File: config.mk
export PLATFORM = sky130hd
export DESIGN_NAME = grid_seeder
export DESIGN_NICKNAME = d
export VERILOG_FILES = /design/src/rtl/con_pkg.sv /design/src/rtl/seed_mixer.sv /design/src/rtl/grid_seeder.sv
export SDC_FILE = /design/constraint.sdc
export NUM_CORES = 1
export LEC_CHECK = 0
export ABC_AREA = 1
export BUFFER_PORTS_ARGS = -buffer_cell sky130_fd_sc_hd__buf_2
export CORE_UTILIZATION = 55
export CTS_CLUSTER_DIAMETER = 40
export CTS_CLUSTER_SIZE = 14
export DETAILED_ROUTE_END_ITERATION = 6
export PLACE_DENSITY = 0.83
export SLEW_MARGIN = 30
export SYNTH_ARGS = -nofsm -noshare
export SYNTH_HDL_FRONTEND = slang
export SYNTH_SLANG_ARGS = --single-unit
File: constraint.sdc
create_clock -name clk_i -period 3.4 [get_ports clk_i]
set_input_delay 0.34 -clock clk_i [delete_from_list [all_inputs] [get_ports clk_i]]
set_output_delay 0.34 -clock clk_i [all_outputs]
set_load 0.01 [all_outputs]
File: src/rtl/con_pkg.sv
// Shared types and constants for the grid seeder slice.
//   state_e : seeding FSM states
//   dens_e  : cell density modes (fraction of cells alive)
//   ROT_*   : rotation amounts used to decorrelate bits when mixing
//   rotl32  : 32-bit rotate-left helper
package con_pkg;

  typedef enum logic [1:0] {
    IDLE  = 2'd0,
    WAIT  = 2'd1,
    WRITE = 2'd2,
    DONE  = 2'd3
  } state_e;

  typedef enum logic [1:0] {
    DENS_50 = 2'd0,
    DENS_25 = 2'd1,
    DENS_12 = 2'd2,
    DENS_75 = 2'd3
  } dens_e;

  localparam int unsigned ROT_A = 32'd16;
  localparam int unsigned ROT_B = 32'd11;
  localparam int unsigned ROT_C = 32'd22;

  // Rotate a 32-bit word left by n (0 <= n < 32).
  function automatic logic [31:0] rotl32(input logic [31:0] w, input int unsigned n);
    return (w << n) | (w >> (32'd32 - n));
  endfunction

endpackage

File: src/rtl/seed_mixer.sv
// Combinational density shaper for one grid row.
//   word  : raw LFSR word
//   mode  : density mode
//   mixed : shaped row bits, 1 = alive
// ANDing independent-looking rotations of the word lowers the alive
// fraction; ORing raises it.
module seed_mixer
  import con_pkg::*;
(
  input  logic [31:0] word,
  input  dens_e       mode,
  output logic [31:0] mixed
);

  // Select the density shaping for the current mode.
  always_comb begin
    mixed = word;
    case (mode)
      DENS_50: mixed = word;
      DENS_25: mixed = word & rotl32(word, ROT_A);
      DENS_12: mixed = word & rotl32(word, ROT_B) & rotl32(word, ROT_C);
      DENS_75: mixed = word | rotl32(word, ROT_A);
      default: mixed = word;
    endcase
  end

endmodule

File: src/rtl/grid_seeder.sv
// Seeds the Game-of-Life grid with a random pattern, one row per write.
//   clk_i, reset_i : clock, synchronous active-high reset
//   lfsr_state_i   : free-running LFSR word
//   start_i        : begin a pass (IDLE only); density_i latched then
//   abort_i        : cancel a pass in progress
//   wr_valid_o / wr_ready_i / wr_addr_o / wr_data_o : row write port
//   busy_o         : pass in progress
//   done_o         : one-cycle pulse after the last row is accepted
module grid_seeder
  import con_pkg::*;
#(
  parameter int ROWS   = 32,
  parameter int STRIDE = 32,
  parameter int AW     = $clog2(ROWS)
) (
  input  logic          clk_i,
  input  logic          reset_i,
  input  logic [31:0]   lfsr_state_i,
  input  logic          start_i,
  input  logic          abort_i,
  input  logic [1:0]    density_i,
  output logic          wr_valid_o,
  input  logic          wr_ready_i,
  output logic [AW-1:0] wr_addr_o,
  output logic [31:0]   wr_data_o,
  output logic          busy_o,
  output logic          done_o
);

  // Counter must be at least one bit wide even when STRIDE is 1.
  localparam int CW = (STRIDE > 1) ? $clog2(STRIDE) : 1;
  localparam logic [CW-1:0] CNT_LOAD = CW'(STRIDE - 1);
  localparam logic [AW-1:0] ROW_LAST = AW'(ROWS - 1);

  state_e        state_r, state_s;
  logic [AW-1:0] row_r, row_s;
  logic [CW-1:0] cnt_r, cnt_s;
  dens_e         mode_r, mode_s;
  logic [31:0]   mixed_s;
  logic          handshake_s;

  logic          valid_s, busy_s, done_s;
  logic [AW-1:0] addr_s;
  logic [31:0]   data_s;

  seed_mixer u_mixer (
    .word  (lfsr_state_i),
    .mode  (mode_r),
    .mixed (mixed_s)
  );

  assign handshake_s = wr_valid_o & wr_ready_i;

  // State register.
  always_ff @(posedge clk_i) begin
    if (reset_i) begin
      state_r <= IDLE;
    end else begin
      state_r <= state_s;
    end
  end

  // Next-state logic; abort wins over any handshake in the same cycle.
  always_comb begin
    state_s = state_r;
    case (state_r)
      IDLE: begin
        if (start_i) state_s = WAIT;
        else         state_s = IDLE;
      end
      WAIT: begin
        if (abort_i)                 state_s = IDLE;
        else if (cnt_r == {CW{1'b0}}) state_s = WRITE;
        else                         state_s = WAIT;
      end
      WRITE: begin
        if (abort_i) begin
          state_s = IDLE;
        end else if (handshake_s) begin
          if (row_r == ROW_LAST) state_s = DONE;
          else                   state_s = WAIT;
        end else begin
          state_s = WRITE;
        end
      end
      DONE:    state_s = IDLE;
      default: state_s = IDLE;
    endcase
  end

  // Next values for the datapath and the registered outputs.
  always_comb begin
    row_s   = row_r;
    cnt_s   = cnt_r;
    mode_s  = mode_r;
    addr_s  = wr_addr_o;
    data_s  = wr_data_o;
    // Output flags follow the state being entered so they are registered
    // yet line up with it.
    valid_s = (state_s == WRITE);
    busy_s  = (state_s != IDLE);
    done_s  = (state_s == DONE);
    case (state_r)
      IDLE: begin
        if (start_i) begin
          row_s  = {AW{1'b0}};
          cnt_s  = CNT_LOAD;
          mode_s = dens_e'(density_i);
        end else begin
          row_s  = row_r;
        end
      end
      WAIT: begin
        if (state_s == WRITE) begin
          // Row word captured once; held until the store accepts it.
          addr_s = row_r;
          data_s = mixed_s;
        end else if (cnt_r != {CW{1'b0}}) begin
          cnt_s = cnt_r - {{(CW-1){1'b0}}, 1'b1};
        end else begin
          cnt_s = cnt_r;
        end
      end
      WRITE: begin
        if (state_s == WAIT) begin
          row_s = row_r + {{(AW-1){1'b0}}, 1'b1};
          cnt_s = CNT_LOAD;
        end else begin
          row_s = row_r;
        end
      end
      DONE:    row_s = row_r;
      default: row_s = row_r;
    endcase
  end

  // Datapath and output registers.
  always_ff @(posedge clk_i) begin
    if (reset_i) begin
      row_r      <= {AW{1'b0}};
      cnt_r      <= {CW{1'b0}};
      mode_r     <= DENS_50;
      wr_valid_o <= 1'b0;
      wr_addr_o  <= {AW{1'b0}};
      wr_data_o  <= 32'h0000_0000;
      busy_o     <= 1'b0;
      done_o     <= 1'b0;
    end else begin
      row_r      <= row_s;
      cnt_r      <= cnt_s;
      mode_r     <= mode_s;
      wr_valid_o <= valid_s;
      wr_addr_o  <= addr_s;
      wr_data_o  <= data_s;
      busy_o     <= busy_s;
      done_o     <= done_s;
    end
  end

endmodule
==> impl_metrics.ini, run 1 <==
[sta]
grt_setup_unrepaired = false
fin_skew_ps = 10.6
final-max-slew-violation-count = 0
max_freq_mhz = 423
hold_viol = 0
holdWs_ps = 221
layout_setup_ws_ps = 1030
post-route-period-util = 0.696
tns_ps = 0
maxSlewHeadroom = 0.378
setup_viol = 0
min_period_ps = 2370
tightest_slew_ps = 929

[global_routing]
overflow = 0
grt_max_degree = 62
grt_use_total = 0.296
grt_pass1_vias = 2905
antenna_found_initial = 0
grt_first_pass_wirelength_um = 12600

[synth]
synthArstFlopShare = 0
synth_top_family_by_area = simple AND/OR/NAND/NOR gates
ys_top_cells_by_count = 65 x nand2_1, 62 x o21ai_0, 60 x nor2_1
synth_ff_type = dfxtp_1
netlist_area_um2 = 2920
yosysTopAreaCell = dfxtp_1
yosys-top-cells-area = dfxtp_1 37%, o21ai_0 11%, nand2_1 8.4%
synthAdderAreaFrac = 0.0172
synth.distinct_cells = 33
yosys.area_share.xor_xnor = 0.00300
synth_warnings = 0
ys_seq_area_frac = 0.371
synthMuxAreaShare = 0
yosys_register_bits = 54
synth_compound_area_frac = 0.257
synth-edff-count = 0
syn-mean-instance-area_um2 = 6.94
syn_inst = 420
synth_top_area_share = 0.371
synth-simple-area-share = 0.271
synth_most_common_cell = nand2_1
synth_nets = 463

[worst_setup_path]
critPathKind = reg2reg
reg2reg_from = cnt_r[0]
rr_endpoint = wr_data_o[0]
rrSetupSlack_ps = 1030
cp_num_buf_inv = 4
arrival_ps = 2600
crit_path_start = cnt_r[0]
path_cells = inv_1, ha_1, inv_1, nor2_1, nand2_1, inv_2, nand3_2, inv_2, o21ai_0, a41oi_1
cp_slowest_cell = inv_2
reg2regPathDepth = 10
crit_fanout = 61
slowest_delay_ps = 720
crit_family = buffers and inverters
worst-endpoint-required_ps = 3640
critPathCaptureType = flop
path_depth = 10
crit_path_start_kind = flop

[clock_tree]
cts_resized = 0
clk-insertion-delay-late_ps = 320
clk_pin_slew_worst_paths_ps = 100
cts-root-buf = clkbuf_8
cts_buffer_depth = 2
clock-sinks = 54
cts_setup_buffers = 0
cts_tree = done
holdBufCountCts = 0
cts_inserted_buffers = 5
h-tree-depth = 2

[detailed_routing]
drc = 0
firstDrtPassIters = 5
vias = 3224
drt-initial-drc-count = 274
wire_per_inst_um = 14.3
routed_wl_um = 7940
drtAntennaViolNets = 0
via_per_inst = 5.80

[outcome]
outcome = complete, no violations

[power]
powerDensity_nw_per_um2 = 406
power.leakage_uw = 0.00165
vdd_drop_max_uv = 205
total_power_uw = 1390

[die]
fp.dieH_um = 74.8
die-area_um2 = 5600
die_w_um = 74.8
initial_core_util = 0.571
rows = 26
coreArea_um2 = 5110
io_pins = 79

[finish]
fillCellCount = 475
nNetsFinal = 528
num_antenna_cells = 0
syn2layout_area_growth_pct = 17.2
drive_gt1_frac = 0.214

[min_path]
holdPathEnd = row_r[3]
hp-class = in2reg
hold_start = reset_i
whs_path_depth = 2

[place]
hpwl_um = 5660
globalplace.congestion = 0.992
pre_cts_slack_ps = 1100
io_buffers = 78

[job]
drv_cap = 0
==> cells in the final DEF, fill, tap and decap left out, types with 9 or more instances in the layout <==
| cell | Yosys | final |
|---|---|---|
| a31oi_1 | 20 | 20 |
| a41oi_1 | 9 | 9 |
| buf_2 | 8 | 78 |
| o21ai_0 | 62 | 62 |
| nand3_1 | 27 | 27 |
| a21oi_1 | 24 | 24 |
| nor2_1 | 60 | 60 |
| inv_1 | 32 | 32 |
| dfxtp_1 | 54 | 54 |
| nand2_1 | 65 | 65 |
==> state kept, by name, summed over array words and instances (netlist names) <==
| signal | cells |
|---|---|
| wr_addr_o | 5 |
| state_r | 2 |
| row_r | 5 |
| done_o | 1 |
| wr_valid_o | 1 |
| busy_o | 1 |
| cnt_r | 5 |
| wr_data_o | 32 |
| mode_r | 2 |
==> how the worst max path moves through the flow <==
| stage | end | slack [ps] |
|---|---|---|
| floorplan | cnt_r[4] | 1890 |
| global placement | wr_data_o[24] | 1220 |
| detailed placement | wr_data_o[0] | 1100 |
| CTS | wr_data_o[0] | 1090 |
| global route | wr_data_o[29] | 760 |
| finish | wr_data_o[0] | 1030 |
==> logic make-up (layout without fill, tap and decap cells) <==
family | Yosys count | count (layout)
xor+xnor | 1 | 1
fa+ha+maj | 4 | 4
simple gates | 174 | 174
buf+inv | 58 | 124
flops | 54 | 54
compound gates | 129 | 129
==> where the power goes <==
group | switching, uW | leakage [uW] | internal (uW)
Sequential | 25.1 | 0.000439 | 659
Clock | 222 | 0.0000579 | 217
Combinational | 174 | 0.00115 | 91.5
==> area by class of cell <==
class / instances / area [um^2] / share of cell area
multi-input cells: 308 / 1600 / 0.468
flip-flops and latches: 54 / 1080 / 0.316
repair buffers: 80 / 405 / 0.119
inverters: 36 / 135 / 0.0395
well taps: 70 / 87.6 / 0.0256
clock buffers: 5 / 68.8 / 0.0201
clock inverters: 3 / 40.0 / 0.0117
==> routing by layer <==
metal | up-vias | wire length [um] | track usage
li1 | 1580 | - | -
met1 | 1462 | 3200 | 0.357
met2 | 165 | 3910 | 0.519
met3 | 17 | 667 | 0.0482
met4 | 0 | 158 | 0.130
met5 | - | 0 | 0
==> per-stage QoR <==
stage	instances	instance area, um^2	utilization
2_1_floorplan	420	2920	-
3_3_place_gp	548	3310	0.648
3_5_place_dp	548	3310	0.648
4_1_cts	556	3420	0.669
5_1_grt	556	3420	0.669
6_report	556	3420	0.669
Power figures use the tool's default switching activity.
==> inputs of run 2 (changes only) <==
Settings changed: CORE_UTILIZATION 55 to 47, PLACE_DENSITY 0.83 to 0.76.
Clock period 3.4 ns to 2 ns, I/O delays scaled along.
==> run 2 against run 1 <==
  * Critical path depth increased by 1
  * Non-clock buffer count grew 13
  * Worst hold slack worse by 140 ps
  * Utilization down 7.2 points
  * Power is 73% higher
  * Sequential share of layout area shrank 1.2 points
  * Largest power group unchanged
  * Highest routed layer unchanged
==> impl_metrics.ini, run 2 (synthesized netlist as in run 1, its figures left out) <==
[worst_setup_path]
worst-endpoint-required_ps = 2230
cp_slowest_cell = dfxtp_1
cp_num_buf_inv = 5
crit_fanout = 31
crit_path_start_kind = flop
slowest_delay_ps = 330
critPathCaptureType = flop
crit_family = buffers and inverters
arrival_ps = 2060
path_cells = inv_1, ha_1, inv_1, nor2_1, nand2_1, inv_2, nand3_2, inv_2, buf_12, o21ai_0, a41oi_1
path_depth = 11
reg2regPathDepth = 11
critPathKind = reg2reg

[min_path]
whs_path_depth = 2
hp-class = in2reg

[finish]
ff_latch_area_um2 = 1080
drive_gt1_frac = 0.234
instances_no_fill = 574
multi_input_area_um2 = 1600
layout_commonest_cell = buf_2
largest_reg_flops = 32
regMostFlops = wr_data_o
most-common-layout-cells = 78 x buf_2, 65 x nand2_1, 62 x o21ai_0
syn2layout_area_growth_pct = 22.0
num_antenna_cells = 0
nNetsFinal = 541
fillCellCount = 602

[die]
rows = 28
die_w_um = 80.8
fp.dieH_um = 80.8
io_pins = 79
coreArea_um2 = 5960
die-area_um2 = 6520
initial_core_util = 0.489

[clock_tree]
clk_pin_slew_worst_paths_ps = 100
cts_buffer_depth = 2
cts_tree = done
clk-insertion-delay-late_ps = 310
cts_inserted_buffers = 5
clock-sinks = 54
cts-root-buf = clkbuf_8
h-tree-depth = 2
cts_setup_buffers = 0
cts_resized = 0
holdBufCountCts = 0

[sta]
setup_viol = 0
min_period_ps = 1820
fin_skew_ps = 6.62
maxSlewHeadroom = 0.693
grt_setup_unrepaired = false
tns_ps = 0
post-route-period-util = 0.911
tightest_slew_ps = 460
max_freq_mhz = 549
holdWs_ps = 79.7
final-max-slew-violation-count = 0
hold_viol = 0

[outcome]
outcome = complete, no violations

[detailed_routing]
drc = 0
vias = 3222
firstDrtPassIters = 4
drt-initial-drc-count = 252
routed_wl_um = 8450
wire_per_inst_um = 14.7
drtAntennaViolNets = 0
via_per_inst = 5.61

[global_routing]
antenna_found_initial = 0
grt_use_total = 0.261
grt_first_pass_wirelength_um = 13200
grt_pass1_vias = 2929
overflow = 0
grt_max_degree = 62

[power]
power.leakage_uw = 0.00171
total_power_uw = 2400
powerDensity_nw_per_um2 = 676
vdd_drop_max_uv = 348

[place]
hpwl_um = 6040
globalplace.congestion = 0.920
io_buffers = 78
dp.cells = 565

[job]
drv_cap = 0
## run 2: cell types whose count changed in the layout (fill, tap and decap cells not counted), sizes merged
cell | previous run | this run
buf | 80 | 92
clkinvlp | 0 | 2
clkinv | 3 | 1
clkbuf | 5 | 6
## run 2: final cells by class
cell class / count / share of cell area
repair buffers: 93 / 0.150
clock buffers: 5 / 0.0194
inverters: 36 / 0.0380
multi-input cells: 308 / 0.450
well taps: 75 / 0.0264
flip-flops and latches: 54 / 0.304
clock inverters: 3 / 0.0127
## run 2: worst paths after layout
kind,end,start,slack (ps)
max reg2reg,wr_data_o[26],cnt_r[0],180
min,row_r[3],reset_i,80
max,wr_data_o[26],cnt_r[0],180
min reg2reg,wr_addr_o[1],wr_addr_o[1],490
## run 2: metal layers
metal / share of wire / vias up / GRT usage
met1: 0.43 / 1467 / 0.320
li1: - / 1600 / -
met2: 0.48 / 137 / 0.441
met5: 0 / - / 0
met3: 0.061 / 18 / 0.0472
met4: 0.025 / 0 / 0.121
## run 2: metrics by stage
step	setup slack [ps]	util	instance area, um^2
finish	178	0.597	3560
detailed placement	199	0.574	3420
global route	14.3	0.597	3560
CTS	150	0.593	3530
global placement	316	0.574	3420
floorplan	487	-	2920
## run 2: worst reg2reg max path: stages (launching register included)
cell     delay [ps]
dfxtp_1         330
inv_1           120
ha_1            170
inv_1            40
nor2_1          120
nand2_1         100
inv_2            90
nand3_2         140
inv_2           150
buf_12          180
o21ai_0         120
a41oi_1         190
## run 2: report_power, final
part / internal, uW / switching, uW / leakage, uW
sequential: 1120 / 35.1 / 0.000439
combinational: 180 / 313 / 0.00122
clock: 373 / 382 / 0.0000504
==> inputs of run 3 (changes only) <==
Settings changed: REMOVE_ABC_BUFFERS set to 1, SKIP_CTS_REPAIR_TIMING set to 1.
==> run 3 against run 2 <==
  * Utilization fell by 0.19 points
  * Worst hold slack better by 7.5 ps
  * Flip-flop and latch count unchanged
  * Worst setup slack better by 100 ps
  * Critical path depth did not move
  * Power rose by 5.4%
  * Via count down 2.4%
  * Largest power group unchanged
==> impl_metrics.ini, run 3 (synthesized netlist as in run 1, its figures left out) <==
[min_path]
hold_start = reset_i
whs_path_depth = 2
hp-class = in2reg
holdPathEnd = row_r[3]

[sta]
setup_viol = 0
max_freq_mhz = 582
maxSlewHeadroom = 0.683
grt_setup_unrepaired = false
hold_viol = 0
fin_skew_ps = 9.09
post-route-period-util = 0.860
min_period_ps = 1720
tns_ps = 0
tightest_slew_ps = 475
final-max-slew-violation-count = 0

[worst_setup_path]
critPathCaptureType = flop
rrSetupSlack_ps = 280
crit_path_start_kind = flop
crit_fanout = 61
critPathKind = reg2reg
reg2regPathDepth = 11
reg2reg_from = cnt_r[0]
arrival_ps = 1950
worst-endpoint-required_ps = 2230
rr_endpoint = wr_data_o[28]

[global_routing]
grt_use_total = 0.250
antenna_found_initial = 0
grt_max_degree = 62
grt_pass1_vias = 2791
overflow = 0
grt_first_pass_wirelength_um = 12800

[detailed_routing]
firstDrtPassIters = 4
wl_met3_um = 520
wire_per_inst_um = 13.7
drc = 0
met2_length_um = 3710
routed_wl_um = 7810
vias = 3145
drtAntennaViolNets = 0
highest_layer = met4
via_per_inst = 5.51
wl_met1_um = 3540
drt-initial-drc-count = 142

[finish]
largest_reg_flops = 32
regMostFlops = wr_data_o
syn2layout_area_growth_pct = 21.6
most-common-layout-cells = 78 x buf_2, 65 x nand2_1, 62 x o21ai_0
drive_gt1_frac = 0.230
layout_commonest_cell = buf_2
num_antenna_cells = 0
fillCellCount = 577
instances_no_fill = 571
nNetsFinal = 538

[power]
power.leakage_uw = 0.00172
p_seq_frac = 0.457
total_power_uw = 2530
vdd_drop_max_uv = 437
pwr-share-comb = 0.186
power_switching_uw = 706
power_frac_clock = 0.357
p_int_uw = 1830
powerDensity_nw_per_um2 = 715
swShare = 0.279

[die]
die_w_um = 80.8
rows = 28
coreArea_um2 = 5960
initial_core_util = 0.489
die-area_um2 = 6520
io_pins = 79
fp.dieH_um = 80.8

[clock_tree]
h-tree-depth = 2
clk-insertion-delay-late_ps = 310
cts_buffer_depth = 2
clock-sinks = 54
cts_inserted_buffers = 5
cts_tree = done
cts-root-buf = clkbuf_8
clk_pin_slew_worst_paths_ps = 100

[outcome]
outcome = complete, no violations

[job]
drv_cap = 0

[place]
dp.cells = 563
io_buffers = 78
globalplace.congestion = 0.881
hpwl_um = 5510
run 3: area by class of cell:
| type | instances | area, um^2 | area share |
|---|---|---|---|
| multi-input combinational | 308 | 1600 | 0.451 |
| tap | 75 | 93.8 | 0.0265 |
| timing repair buffer | 90 | 493 | 0.139 |
| inverter | 36 | 135 | 0.0381 |
| clock buffer | 6 | 82.6 | 0.0233 |
| clock inverter | 2 | 60.1 | 0.0169 |
| sequential | 54 | 1080 | 0.305 |
run 3: routing by layer:
layer / up-vias / GRT usage
met5: - / 0
met4: 0 / 0.0643
met3: 6 / 0.0562
met2: 121 / 0.415
met1: 1427 / 0.326
li1: 1591 / -
run 3: stage by stage:
step	worst slack (ps)	hold slack [ps]	util	instance area [um^2]
2_1_floorplan	104	269	-	2820
3_3_place_gp	309	419	0.571	3400
3_5_place_dp	296	422	0.571	3400
4_1_cts	265	80.1	0.595	3540
5_1_grt	73.6	77.7	0.595	3540
6_report	281	87.1	0.595	3540
run 3: worst max path at each step:
stage                        start       endpoint  slack [ps]  cells past startpoint
after floorplan           cnt_r[0]   wr_data_o[0]         100                     10
after global placement    cnt_r[0]  wr_data_o[24]         310                     11
final                     cnt_r[0]  wr_data_o[28]         280                     11
after CTS                 cnt_r[0]  wr_data_o[24]         270                     11
after detailed placement  cnt_r[0]  wr_data_o[24]         300                     11
after global routing      cnt_r[0]   wr_data_o[2]          70                     11
run 3: power by group through the flow:
stage               registers [uW]  logic (uW)  clock network (uW)
floorplan                     1190         268                   0
global placement              1180         458                   0
detailed placement            1180         467                   0
CTS                           1160         470                 923
global route                  1160         530                 977
finish                        1160         472                 905
run 3: critical path, stage by stage (launching register included):
cell	delay, ps
dfxtp_1	340
inv_1	110
ha_1	150
inv_1	30
nor2_1	110
nand2_1	90
inv_2	90
nand3_2	80
inv_2	80
buf_12	230
o21ai_0	110
a41oi_1	210
